[src/rtl/gb_rom_loader.sv]
// Streams HPS cartridge ROM images into the cart ROM RAM one word per CPU write slot,
// capturing the mapper header fields and checking the header checksum on the fly.
module gb_rom_loader #(
  parameter int unsigned AW = 24
) (
  input  logic          clk_sys,
  input  logic          reset,
  input  logic          ce,
  input  logic          ioctl_download,
  input  logic [7:0]    ioctl_index,
  input  logic          ioctl_wr,
  input  logic [AW:0]   ioctl_addr,
  input  logic [15:0]   ioctl_dout,
  output logic          ioctl_wait,
  output logic          rom_we,
  output logic [AW-1:0] rom_addr,
  output logic [15:0]   rom_data,
  output logic          cart_download,
  output logic          cart_ready,
  output logic [7:0]    cart_cgb_flag,
  output logic [7:0]    cart_mbc_type,
  output logic [7:0]    cart_rom_size,
  output logic [7:0]    cart_ram_size,
  output logic          hdr_ok,
  output logic [AW-1:0] rom_words
);

  typedef enum logic [1:0] {S_IDLE, S_PEND, S_WRITE} state_t;

  // Word addresses (byte address >> 1) of the header fields
  localparam logic [AW-1:0] W_CGB     = AW'(32'h142 >> 1);
  localparam logic [AW-1:0] W_MBC     = AW'(32'h146 >> 1);
  localparam logic [AW-1:0] W_SIZES   = AW'(32'h148 >> 1);
  localparam logic [AW-1:0] W_CKS_LO  = AW'(32'h134 >> 1);
  localparam logic [AW-1:0] W_CKS_END = AW'(32'h14C >> 1);

  state_t        state_q, state_d;
  logic          wait_q, wait_d;
  logic          we_q, we_d;
  logic [AW-1:0] addr_q;
  logic [15:0]   data_q;
  logic          dl_q;
  logic          end_pend_q;
  logic          ready_q;
  logic          hdr_ok_q;
  logic [7:0]    cgb_q, mbc_q, romsz_q, ramsz_q;
  logic [AW-1:0] words_q;
  logic [7:0]    x_q;

  logic          dl_rise, dl_fall, end_now;
  logic [AW-1:0] addr_inc;
  logic [7:0]    x_lo, x_full;
  logic          unused_addr_lsb;

  assign unused_addr_lsb = ioctl_addr[0];

  assign cart_download = ioctl_download &
                         ((ioctl_index == 8'h01) | (ioctl_index == 8'h41) | (ioctl_index == 8'h80));

  assign dl_rise  = cart_download & ~dl_q;
  assign dl_fall  = ~cart_download & dl_q;
  assign end_now  = dl_fall | end_pend_q;
  assign addr_inc = addr_q + 1'b1;
  assign x_lo     = x_q - data_q[7:0] - 8'd1;
  assign x_full   = x_lo - data_q[15:8] - 8'd1;

  always_ff @(posedge clk_sys) begin
    if (reset) begin
      state_q <= S_IDLE;
      wait_q  <= 1'b0;
      we_q    <= 1'b0;
    end else begin
      state_q <= state_d;
      wait_q  <= wait_d;
      we_q    <= we_d;
    end
  end

  always_comb begin
    state_d = state_q;
    case (state_q)
      S_IDLE:  if (ioctl_wr && cart_download) state_d = S_PEND;
      S_PEND:  if (ce) state_d = S_WRITE;
      S_WRITE: state_d = S_IDLE;
      default: state_d = S_IDLE;
    endcase
  end

  // Outputs are registered from the next state so they line up with state_q
  always_comb begin
    wait_d = (state_d != S_IDLE);
    we_d   = (state_d == S_WRITE);
  end

  always_ff @(posedge clk_sys) begin
    if (reset) begin
      addr_q     <= '0;
      data_q     <= '0;
      dl_q       <= 1'b0;
      end_pend_q <= 1'b0;
      ready_q    <= 1'b0;
      hdr_ok_q   <= 1'b0;
      cgb_q      <= '0;
      mbc_q      <= '0;
      romsz_q    <= '0;
      ramsz_q    <= '0;
      words_q    <= '0;
      x_q        <= '0;
    end else begin
      dl_q <= cart_download;
      if (state_q == S_IDLE && state_d == S_PEND) begin
        addr_q <= ioctl_addr[AW:1];
        data_q <= ioctl_dout;
      end
      if (state_q == S_WRITE) begin
        if (addr_inc > words_q) words_q <= addr_inc;
        if (addr_q == W_CGB) cgb_q <= data_q[15:8];
        if (addr_q == W_MBC) mbc_q <= data_q[15:8];
        if (addr_q == W_SIZES) begin
          romsz_q <= data_q[7:0];
          ramsz_q <= data_q[15:8];
        end
        if (addr_q == W_CKS_END) begin
          x_q      <= x_lo;
          hdr_ok_q <= (x_lo == data_q[15:8]);
        end else if (addr_q >= W_CKS_LO && addr_q < W_CKS_END) begin
          x_q <= x_full;
        end
      end
      // A download ending with a word in flight is resolved on that word's WRITE cycle
      if (end_now) begin
        case (state_q)
          S_WRITE: begin
            ready_q    <= 1'b1;
            end_pend_q <= 1'b0;
          end
          S_PEND:  end_pend_q <= 1'b1;
          default: begin
            ready_q    <= (words_q != '0);
            end_pend_q <= 1'b0;
          end
        endcase
      end
      if (dl_rise) begin
        ready_q    <= 1'b0;
        hdr_ok_q   <= 1'b0;
        words_q    <= '0;
        x_q        <= '0;
        end_pend_q <= 1'b0;
      end
    end
  end

  assign ioctl_wait    = wait_q;
  assign rom_we        = we_q;
  assign rom_addr      = addr_q;
  assign rom_data      = data_q;
  assign cart_ready    = ready_q;
  assign hdr_ok        = hdr_ok_q;
  assign cart_cgb_flag = cgb_q;
  assign cart_mbc_type = mbc_q;
  assign cart_rom_size = romsz_q;
  assign cart_ram_size = ramsz_q;
  assign rom_words     = words_q;

endmodule

[config.mk]
export PLATFORM = sky130hd
export DESIGN_NAME = gb_rom_loader
export DESIGN_NICKNAME = d
export VERILOG_FILES = /design/src/rtl/gb_rom_loader.sv
export SDC_FILE = /design/constraint.sdc
export NUM_CORES = 1
export LEC_CHECK = 0
export CAP_MARGIN = 0
export CORE_MARGIN = 4
export CORE_UTILIZATION = 25
export DETAILED_ROUTE_END_ITERATION = 12
export PLACE_DENSITY = 0.55
export SLEW_MARGIN = 30
export SYNTH_ARGS = -nofsm -noshare
export SYNTH_HDL_FRONTEND = slang
export SYNTH_SLANG_ARGS = --single-unit
[constraint.sdc]
create_clock -name clk_sys -period 7.1 [get_ports clk_sys]
set_input_delay 1.42 -clock clk_sys [delete_from_list [all_inputs] [get_ports clk_sys]]
set_output_delay 1.42 -clock clk_sys [all_outputs]
set_load 0.005 [all_outputs]
* Word level (Yosys, flattened, before mapping)
Index checks and enable logic that the tools add are counted. W data, S select, Z words.
Cells by class: reduce and logical (&&, ||, !) cells 15, bitwise operators 9, multiplexer cells 7, order comparisons 3, eq/ne operators 12, add/sub/neg operators 5
Operator list (count):
- $eq A24 B8 Y1 const B | 4
- $add A24 B1 Y24 const B | 1
- $ge A24 B8 Y1 const B | 1
- $gt A24 B24 Y1 | 1
- $lt A24 B8 Y1 const B | 1
- $reduce_bool A24 Y1 | 1
- $mux W8 | 2
- $sub A8 B1 Y8 const B | 2
- $sub A8 B8 Y8 | 2
- $reduce_and A2 Y1 | 7
- $eq A8 B1 Y1 const B | 1
- $eq A8 B7 Y1 const B | 1
- $eq A8 B8 Y1 | 1
- $eq A8 B8 Y1 const B | 1
- $eq A2 B1 Y1 const B | 2
- $eq A2 B2 Y1 const B | 2
- $mux W2 | 2
- $pmux W2 S2 | 1
- $reduce_bool A2 Y1 | 2
- $and A1 B1 Y1 | 3
- $logic_and A1 B1 Y1 | 3
- $not A1 Y1 | 3
- $or A1 B1 Y1 | 3
- $logic_not A2 Y1 | 1
- other kinds (3) | 3
Storage, ports and cells: output and inout bits 101, bits of input ports 54, word-level logic and storage cells 66, register bits after elaboration 112

* Longest topological paths before layout
Gate-level depths: netlist of run 1.
depth in word-level cells 9, mapped depth 14, gate-level depth less buffers 13

* Worst setup path before layout of run 1
OpenSTA, ideal clock, no wires.
path kind flip-flop to flip-flop, from register addr_q[0] (netlist: rom_addr[0]), to register words_q[13] (netlist: rom_words[13]), slack 3652 ps, path buffers 1, cell stages (with the launch flop) 14, arrival 3307 ps, cells stage by stage dfxtp_1 -> ha_1 -> nand3_1 -> nor4_4 -> nand4_1 -> xnor2_1 -> ha_1 -> nand4_2 -> or4_4 -> a211oi_2 -> and4bb_4 -> buf_4 -> nor3_2 -> nor3_2
On the way: word-level cells in the longest chain between the ends 3
Ends and longest elaborated chain:
- start, declared | RTL line 40 | logic [AW-1:0] addr_q;
- start signal, assigned | RTL line 112 | addr_q <= ioctl_addr[AW:1];
- $add A24 B1 Y24 | RTL line 63 | assign addr_inc = addr_q + 1'b1;
- named net addr_inc[22] | RTL line 51 | logic [AW-1:0] addr_inc;
- $gt A24 B24 Y1 | RTL line 116 | if (addr_inc > words_q) words_q <= addr_inc;
- $reduce_and A2 Y1 (no line)
- end signal, assigned | RTL line 116
- end, declared | RTL line 47 | logic [AW-1:0] words_q;
The timed path passes the listed nets, and every way through them passes these cells. A chain may end at the register's enable or synchronous reset.

* Worst setup path after layout of run 1
from register addr_q[2] (netlist: rom_addr[2]), to register words_q[3] (netlist: rom_words[3])
The elaborated chain is that of the path after synthesis.

==> results.txt, run 1 <==
- Worst EP arrival: roughly 5 ns
* Endpoint of the most critical register-to-register path: rom_words[3]$_SDFFE_PP0P_
* Biggest area consumer among synthesized cells: dfxtp_1
- Summed over all nets, the switching power comes to between 300 and 400 uW.
- Detail Route Antenna Nets: 0
* Number of fill cells: roughly 2700
- Proportion of layout cells with a drive suffix above 1: ~11%
* Power share of the sequential group: 51.6%
- After floorplanning, the core was divided into 58 placement rows.
- Sequential share of the synthesized area: 35.2%
- 155 I/O pins were placed.
- The mapped netlist covers between 0.006 and 0.007 mm^2.
* Vias: around 5600
* Critical-path cell with the highest stage delay: nand4bb_1
- Number of sinks on the clock net: between 100 and 150
- Number of setup violations in the final report: 0
- Y dimension of the die: roughly 170 um
- Count of final max-slew check failures: 0
* CTS tree: built
- Buffer levels on the longest clock path: 2
* Sw Ratio: 25.1%
* Routed wire length: between 15 and 20 mm
* Post-detailed-route DRC marker count: 0
- The worst hold path passes through 2 cells.
- In this run the most critical hold path is launched from cart_ram_size[6]$_SDFFE_PP0P_.
* Count of cell types in the netlist: between 60 and 70
- Maximum number of pins on one net before global-route repair: 77
- After clock tree synthesis, the clock-pin slew on the worst setup and hold paths is approximately 0.08 ns.
- Synthesis produced a netlist whose cell count is approximately 750.
* Fin crit share: 65.1%
* Overall power: 1.22 mW
* Min cycle time layout: approximately 4.6 ns
- Counting cells, the worst reg-to-reg path comes to 12.
- The clock tree synthesis step divided the H-tree into 3 levels.
* R2r startpoint: rom_addr[2]$_SDFFE_PP0P_
- Footprint of the multi-input gates: approximately 0.0037 mm^2
- Area share of fa/ha/maj cells after synthesis: 8.88%
- Measured along the x axis, the die boundary spans ~170 um.
* Cell at the root of the clock tree: clkbuf_16
- Counting flops with an async set or reset pin after synthesis yields a share of 0%.
- Kind of end point of the critical path: flop
- For the pin with the worst max-slew slack, the measured transition is between 0.9 and 1 ns.
* Peak clock frequency supported by timing: 216 MHz
- Iteration-0 DRC count of the detailed router: 270
* Finished Cell Area: around 0.0085 mm^2
- Max-Cap Viols: 0
* Flip-flop and latch count after synthesis: 112
* Post-CTS setup buffer count: 0
- Mapped Avg Cell Area: about 8.5 um^2
* Slew headroom: just under 40%
* Post-cts hold buffer count: 0
- For flop-to-flop paths, the worst setup slack is 2.48 ns.
* Drt first pass iters: 4
- Hold endpoint: cart_ram_size[6]$_SDFFE_PP0P_
- The synthesized design contains 0 enable-type register cells.
* Unrepaired setup endpoints after global routing: false
* Clock buffer count from CTS: 9
- The worst-case IR drop observed on VDD is around 120 uV.
* Synth top area share: about a third
- LEAKAGE: 3.04 nW
* Synthesis Warnings: 0
* Port-buffer cells: between 150 and 200
- Die Footprint: 0.0281 mm^2
- Clock insertion delay at the later pin of the skew report: 0.37 ns
- The initial antenna violation count was 0.
- Nets: 980
- Relative to the synthesized area, the layout overhead comes to 32.9%.
* Share of cell area taken by muxes after synthesis: approximately 3.5%
- Leading cell types by total area after synthesis: dfxtp_1, ha_1, nand2_1
- The placed instances occupy a cell area of 0.00817 mm^2.
- At the end of routability-driven placement, the weighted congestion stood at 0.822.
- Remaining global-route overflow: 0
* Sequential Area: ~0.0022 mm^2
* Average wire length per cell after detail routing: between 15 and 20 um
- Total global routing track utilization: 13.7%
* Required time of the critical path: approximately 7.4 ns
* Tightest Hold Check Type: reg -> reg
* Final TNS setup: 0 ns
- Clock network fraction of total power: a little over two fifths
* Run status: complete, no violations
- Post-CTS repair changed the size of 0 cells.
* Simple-Gate Fraction of Synth Area: 26.4%
* Initial core utilization: between 20% and 30%
* Core region area: around 0.025 mm^2
* Critical path type: reg -> reg
* Maximum clock skew at final layout: 0.0140 ns
- Vias in the first global route: approximately 5500
* Compound-cell area share of the yosys netlist: 14.8%
- The number of antenna diodes in the final layout is 0.
- Of all nets on the critical path, the largest fanout is 13.
- The final-report hold violation count is 0.
* Cell breakdown of the critical path: nand3_1, nor4_2, nand3_1, xnor2_1, ha_1, a21oi_1, o21ai_0, a221oi_1, nand4bb_1, buf_4, a21oi_1, nor3_1
- Internal power comes to 912 uW.
- In the synthesized netlist the dominant register cell turns out to be dfxtp_1.
- STA classifies the critical path startpoint as a flop.
- Post-synth net total: about 850
* Via density: between 4 and 5
- After synthesis, the largest family of logic cells by area is simple AND/OR/NAND/NOR gates.
- Detailed placer's ending HPWL: about 15 mm
- The first global-routing pass estimated between 30 and 40 mm of wire.
- Share of the synthesized netlist area taken by xor and xnor gates: between 4 and 5%
* Power density relative to cell area: roughly 140 mW/mm^2
- Combinational logic burns roughly 5.1% of the power.
- Maximum single-stage delay on the critical path: 0.75 ns
-- cells in the mapped netlist, types with 12 or more instances --
master and count:
nand2_1 124, dfxtp_1 112, a21oi_1 82, inv_1 51, ha_1 42, nor3_2 39, nor2_1 35, xnor2_1 24
mux2i_1 22, a21oi_2 18, nand3_1 17, clkbuf_1 16, buf_2 13, nor3_1 13, nor4_1 12
-- kinds of logic (layout without fill, tap and decap cells) --
logic type               Yosys count  count (layout)
XOR/XNOR                          33              33
buffers and inverters             89             227
flip-flops                       112             112
adder cells (fa/ha/maj)           44              44
AO/OA/AOI/OAI                    151             151
multiplexers                      22              22
AND/OR/NAND/NOR                  298             298
-- power groups by stage --
stage,registers [mW],clock network [mW],logic [mW]
2_1_floorplan,0.643,0,0.0259
3_3_place_gp,0.644,0,0.0602
3_5_place_dp,0.644,0,0.0631
4_1_cts,0.629,0.549,0.0632
5_1_grt,0.629,0.575,0.0672
6_report,0.629,0.527,0.0626
-- cell type report --
| cell class | instances | area share (%) |
|---|---|---|
| Timing Repair Buffer | 160 | 19.0 |
| Clock inverter | 7 | 0.813 |
| Clock buffer | 9 | 2.66 |
| Sequential cell | 112 | 26.5 |
| Inverter | 51 | 2.26 |
| Multi-Input combinational cell | 548 | 43.9 |
| Tap cell | 330 | 4.88 |
-- worst max-delay path by stage --
stage               slack [ns]  cells after the start                    endpoint                startpoint
global route              2.06                     13   rom_words[2]$_SDFFE_PP0P_  rom_addr[0]$_SDFFE_PP0P_
CTS                       2.41                     12   rom_words[2]$_SDFFE_PP0P_  rom_addr[2]$_SDFFE_PP0P_
detailed placement        2.43                     12   rom_words[2]$_SDFFE_PP0P_  rom_addr[2]$_SDFFE_PP0P_
finish                    2.48                     12   rom_words[3]$_SDFFE_PP0P_  rom_addr[2]$_SDFFE_PP0P_
global placement          2.44                     12   rom_words[4]$_SDFFE_PP0P_  rom_addr[2]$_SDFFE_PP0P_
floorplan                 3.65                     13  rom_words[13]$_SDFFE_PP0P_  rom_addr[0]$_SDFFE_PP0P_
-- cells in the final DEF (no fill, tap or decap), drive strengths merged, types with 22 or more instances in the layout --
| cell | count |
|---|---|
| ha | 42 |
| a21oi | 100 |
| nand2 | 125 |
| clkdlybuf4s50 | 152 |
| mux2i | 22 |
| dfxtp | 112 |
| nor3 | 52 |
| inv | 56 |
| xnor2 | 24 |
| nor2 | 35 |
-- metrics by stage --
step	util (%)	cells	setup slack, ns	hold slack [ns]
floorplan	-	749	3.65	0.448
global placement	32.4	1199	2.44	0.438
detailed placement	32.5	1201	2.43	0.444
CTS	33.7	1217	2.41	0.456
global route	33.7	1217	2.06	0.474
finish	33.7	1217	2.48	0.453
-- sequential cells by signal (all words and copies together) (netlist names) --
name	flops
rom_addr	24
rom_words	24
rom_data	16
cart_cgb_flag	8
cart_mbc_type	8
cart_ram_size	8
cart_rom_size	8
x_q	8
state_q	2
cart_ready	1
dl_q	1
end_pend_q	1
hdr_ok	1
ioctl_wait	1
rom_we	1
-- metal layers --
layer / share of wire, % / wire length [um] / global-route usage (%) / vias up
met5: 0 / 0 / 0 / -
met4: 1.3 / 243 / 2.93 / 0
met3: 6.1 / 1170 / 4.15 / 14
met2: 47 / 8980 / 22.4 / 118
met1: 46 / 8870 / 17.8 / 2651
li1: - / - / - / 2860
-- worst max-delay path, delay by kind of cell (launching register included) --
family / cells / cell delay [ns]
fa+ha+maj: 1 / 0.34
buf+inv: 1 / 0.50
simple gates: 5 / 1.95
compound gates: 4 / 0.82
xor+xnor: 1 / 0.34
flops: 1 / 0.55
(Power assumes the default switching activity.)
==> run 2, diff against run 1 <==
--- a/config.mk
+++ b/config.mk
@@ -9,7 +9,7 @@
 export CORE_MARGIN = 4
 export CORE_UTILIZATION = 25
 export DETAILED_ROUTE_END_ITERATION = 12
-export PLACE_DENSITY = 0.55
+export PLACE_DENSITY = 0.57
 export SLEW_MARGIN = 30
 export SYNTH_ARGS = -nofsm -noshare
 export SYNTH_HDL_FRONTEND = slang
==> constraint.sdc (replaced) <==
create_clock -name clk_sys -period 3.9 [get_ports clk_sys]
set_input_delay 0.78 -clock clk_sys [delete_from_list [all_inputs] [get_ports clk_sys]]
set_output_delay 0.78 -clock clk_sys [all_outputs]
set_load 0.005 [all_outputs]
==> results.txt, run 2 (synthesis results as in run 1) <==
* Leading cell type in the layout, fill and taps excluded: clkdlybuf4s50_1 (unchanged)
- The largest buffer count on any clock path was 2 (unchanged).
- The maximum number of pins on one net before global-route repair was 49 (was 77).
- Post-route non-filler standard cell count: 1241 (was 1217)
- RD Place Congestion: 0.829 (was 0.822)
- The area growth from synthesis to final layout was 35.6% (was 32.9%).
- Switching Power: 569 uW (was 306 uW)
- The share of the cycle needed by the critical path after routing came to 93.1% (was 65.1%).
- The top routing layer in use is met4 (unchanged).
- The post-placement cell count was 1219 (was 1201).
* Via density: 4.60 (was 4.64)
* Combinational fraction of design power: 5.1% (about the same)
- The number of failing setup endpoints in the final timing report is 0 (unchanged).
- The beginning of the worst register-to-register path is rom_addr[0]$_SDFFE_PP0P_ (was rom_addr[2]$_SDFFE_PP0P_).
* Vias: 5714 (was 5643)
- Nets: 1002 (was 980)
* Final TNS setup: 0 ns (unchanged)
- Length of routed met3 wiring: 994 um (was 1.17 mm)
- Number of placed I/O pins: 155 (unchanged)
- The total congestion overflow after global routing came to 0 (unchanged).
- The number of clock sinks is 112 (unchanged).
- The capture instance of the worst register-to-register path is rom_words[7]$_SDFFE_PP0P_ (was rom_words[3]$_SDFFE_PP0P_).
- The fraction of the core area covered by cells at the end of the flow came to 34.4% (was 33.7%).
- The detailed placer's ending HPWL came to 15.0 mm (was 14.5 mm).
- Required time of the critical path: 4.19 ns (was 7.35 ns)
- The total leakage power was 3.15 nW (was 3.04 nW).
- The number of DRC violations after detailed routing was 0 (unchanged).
* Number of antenna violations at the first check in global routing: 2 (was 0)
* Die Footprint: 0.0281 mm^2 (unchanged)
* Total global routing track utilization: 13.9% (was 13.7%)
- Setup slack of the worst register-to-register path: 0.27 ns (was 2.48 ns)
- The count of routing violations after the opening detailed-route iteration came to 308 (was 270).
* Core region area: 0.0251 mm^2 (unchanged)
* R2r worst-path depth: 13 (was 12)
* Y dimension of the die: 168 um (unchanged)
- Kind of end point of the critical path: flop (unchanged)
- The number of maximum-capacitance constraint violations came to 0 (unchanged).
* Routed length on met1: 8.97 mm (was 8.87 mm)
- The classification of the worst setup path is reg -> reg (unchanged).
* Port-buffer cells: 153 (unchanged)
- Initial core utilization: 25.4% (unchanged)
- Cell at the root of the clock tree: clkbuf_16 (unchanged)
* Worst slack after detailed placement: 0.190 ns (was 2.43 ns)
- Final Hold Violating Endpoints: 0 (unchanged)
- The H-tree level count is 3 (unchanged).
- The clock skew after layout came to 0.0107 ns (was 0.0140 ns).
* Commonest non-fill, non-tap cells in the layout: clkdlybuf4s50_1, nand2_1, dfxtp_1, a21oi_1, inv_1 (unchanged)
* Clock edge transition at the registers on the reported setup and hold paths: 0.08 ns (about the same)
- Average wire length per cell after detail routing: 15.8 um (about the same)
* Met2 wirelength from detailed routing: 9.41 mm (was 8.98 mm)
* Transition time at the pin with the least slew margin: 0.829 ns (was 0.920 ns)
* Internal power: 1.66 mW (was 912 uW)
* Clock insertion delay at the later pin of the skew report: 0.37 ns (about the same)
- The worst setup path endpoint is rom_words[7]$_SDFFE_PP0P_ (was rom_words[3]$_SDFFE_PP0P_).
- Final worst-path setup slack: 0.271 ns (was 2.48 ns)
* Worst voltage drop across the vdd grid: 231 uV (was 123 uV)
* Source of the worst hold timing path: cart_rom_size[4]$_SDFFE_PP0P_ (was cart_ram_size[6]$_SDFFE_PP0P_)
- Power share of the sequential group: 51.3% (was 51.6%)
- The start point of the critical path was rom_addr[0]$_SDFFE_PP0P_ (was rom_addr[2]$_SDFFE_PP0P_).
- The relative max-transition margin was 44.5% (was 38.4%).
- Kind of start point of the critical path: flop (unchanged)
- Detail Route Antenna Nets: 0 (unchanged)
- Worst EP arrival: 3.92 ns (was 4.87 ns)
* Die outline width: 168 um (unchanged)
* Power density relative to cell area: 259 mW/mm^2 (was 144 mW/mm^2)
- Min cycle time layout: 3.63 ns (was 4.62 ns)
- The count of pins over their slew limit is 0 (unchanged).
- Drt first pass iters: 4 (unchanged)
- Clock network fraction of total power: 43.7% (was 43.3%)
* Critical path fanouts, max: 12 (was 13)
- The total wire length was 19.6 mm (was 19.3 mm).
- Global-route wire length before repair: 31.5 mm (was 31.1 mm)
- Run status: complete, no violations (unchanged)
- The via count of the first global-routing pass is 5821 (was 5492).
- Clock buffer count from CTS: 9 (unchanged)
- The share of layout cells above drive strength 1 came to 13.5% (was 11.0%).
- CTS tree: built (unchanged)
- The type of the tightest min-delay check is reg -> reg (unchanged).
- The switching power share of the total is 25.5% (was 25.1%).
- The highest attainable clock frequency was 276 MHz (was 216 MHz).
- Unrepaired setup endpoints after global routing: false (unchanged).
* Std cell rows: 58 (unchanged)
==> run 2: changes by cell type in the layout (fill, tap and decap cells not counted) <==
cell      delta
buf_4       +22
buf_8        -1
and4bb_2     +1
inv_8        -1
dfxtp_2      +3
dfxtp_1      -3
buf_16       -1
buf_12       +1
clkinv_4     -1
clkinv_8     +2
diode_2      +2
==> run 2: cell type report <==
type	count	area [um^2]
Timing Repair Buffer	181	1750
Fill cell	2680	16500
Inverter	51	191
Clock inverter	7	81.3
Multi-Input combinational cell	549	3730
Tap cell	330	413
Antenna cell	2	5.00
Sequential cell	112	2250
Clock buffer	9	225
==> run 2: per-stage QoR <==
stage	hold WS, ns	power (mW)	area [um^2]
CTS	0.458	2.27	8590
detailed placement	0.446	1.28	8290
global route	0.476	2.31	8640
floorplan	0.448	1.22	6370
finish	0.456	2.23	8640
global placement	0.438	1.28	8290
==> run 2: worst max-delay path: stages, from the launching register on <==
cell and delay (ns):
dfxtp_1 0.34, buf_4 0.17, nand3_1 0.14, nor4_2 0.32, buf_4 0.19, nand3_1 0.09
xnor2_1 0.31, ha_1 0.34, a21oi_1 0.15, o21ai_0 0.13, a221oi_1 0.55, and4bb_2 0.64
nor3_2 0.07, nor3_2 0.11
==> run 2: worst min path at each step <==
stage	slack, ns	depth (start not counted)	end
floorplan	0.45	2	cart_rom_size[0]$_SDFFE_PP0P_
global placement	0.44	2	cart_rom_size[0]$_SDFFE_PP0P_
detailed placement	0.45	2	cart_rom_size[4]$_SDFFE_PP0P_
CTS	0.46	2	cart_rom_size[4]$_SDFFE_PP0P_
global route	0.48	2	cart_ram_size[4]$_SDFFE_PP0P_
finish	0.46	2	cart_rom_size[4]$_SDFFE_PP0P_
==> run 2: power groups by stage <==
| stage | logic (mW) | clock network [mW] | registers [mW] |
|---|---|---|---|
| 3_5_place_dp | 0.112 | 0 | 1.17 |
| 2_1_floorplan | 0.0472 | 0 | 1.17 |
| 3_3_place_gp | 0.113 | 0 | 1.17 |
| 4_1_cts | 0.113 | 1.01 | 1.14 |
| 6_report | 0.113 | 0.975 | 1.14 |
| 5_1_grt | 0.122 | 1.05 | 1.15 |
==> run 2: per-layer routing <==
layer  global-route usage [%]  vias to the layer above
li1                         -                     2907
met1                     17.6                     2674
met2                     23.3                      117
met3                     3.78                       16
met4                     3.60                        0
met5                        0                        -
==> run 2: what timing repair did <==
action | 4_1_cts | 5_1_grt
setup buffers | 0 | 3
resized for setup | 0 | 3
setup endpoints to repair | 0 | 24
hold buffers | 0 | 0
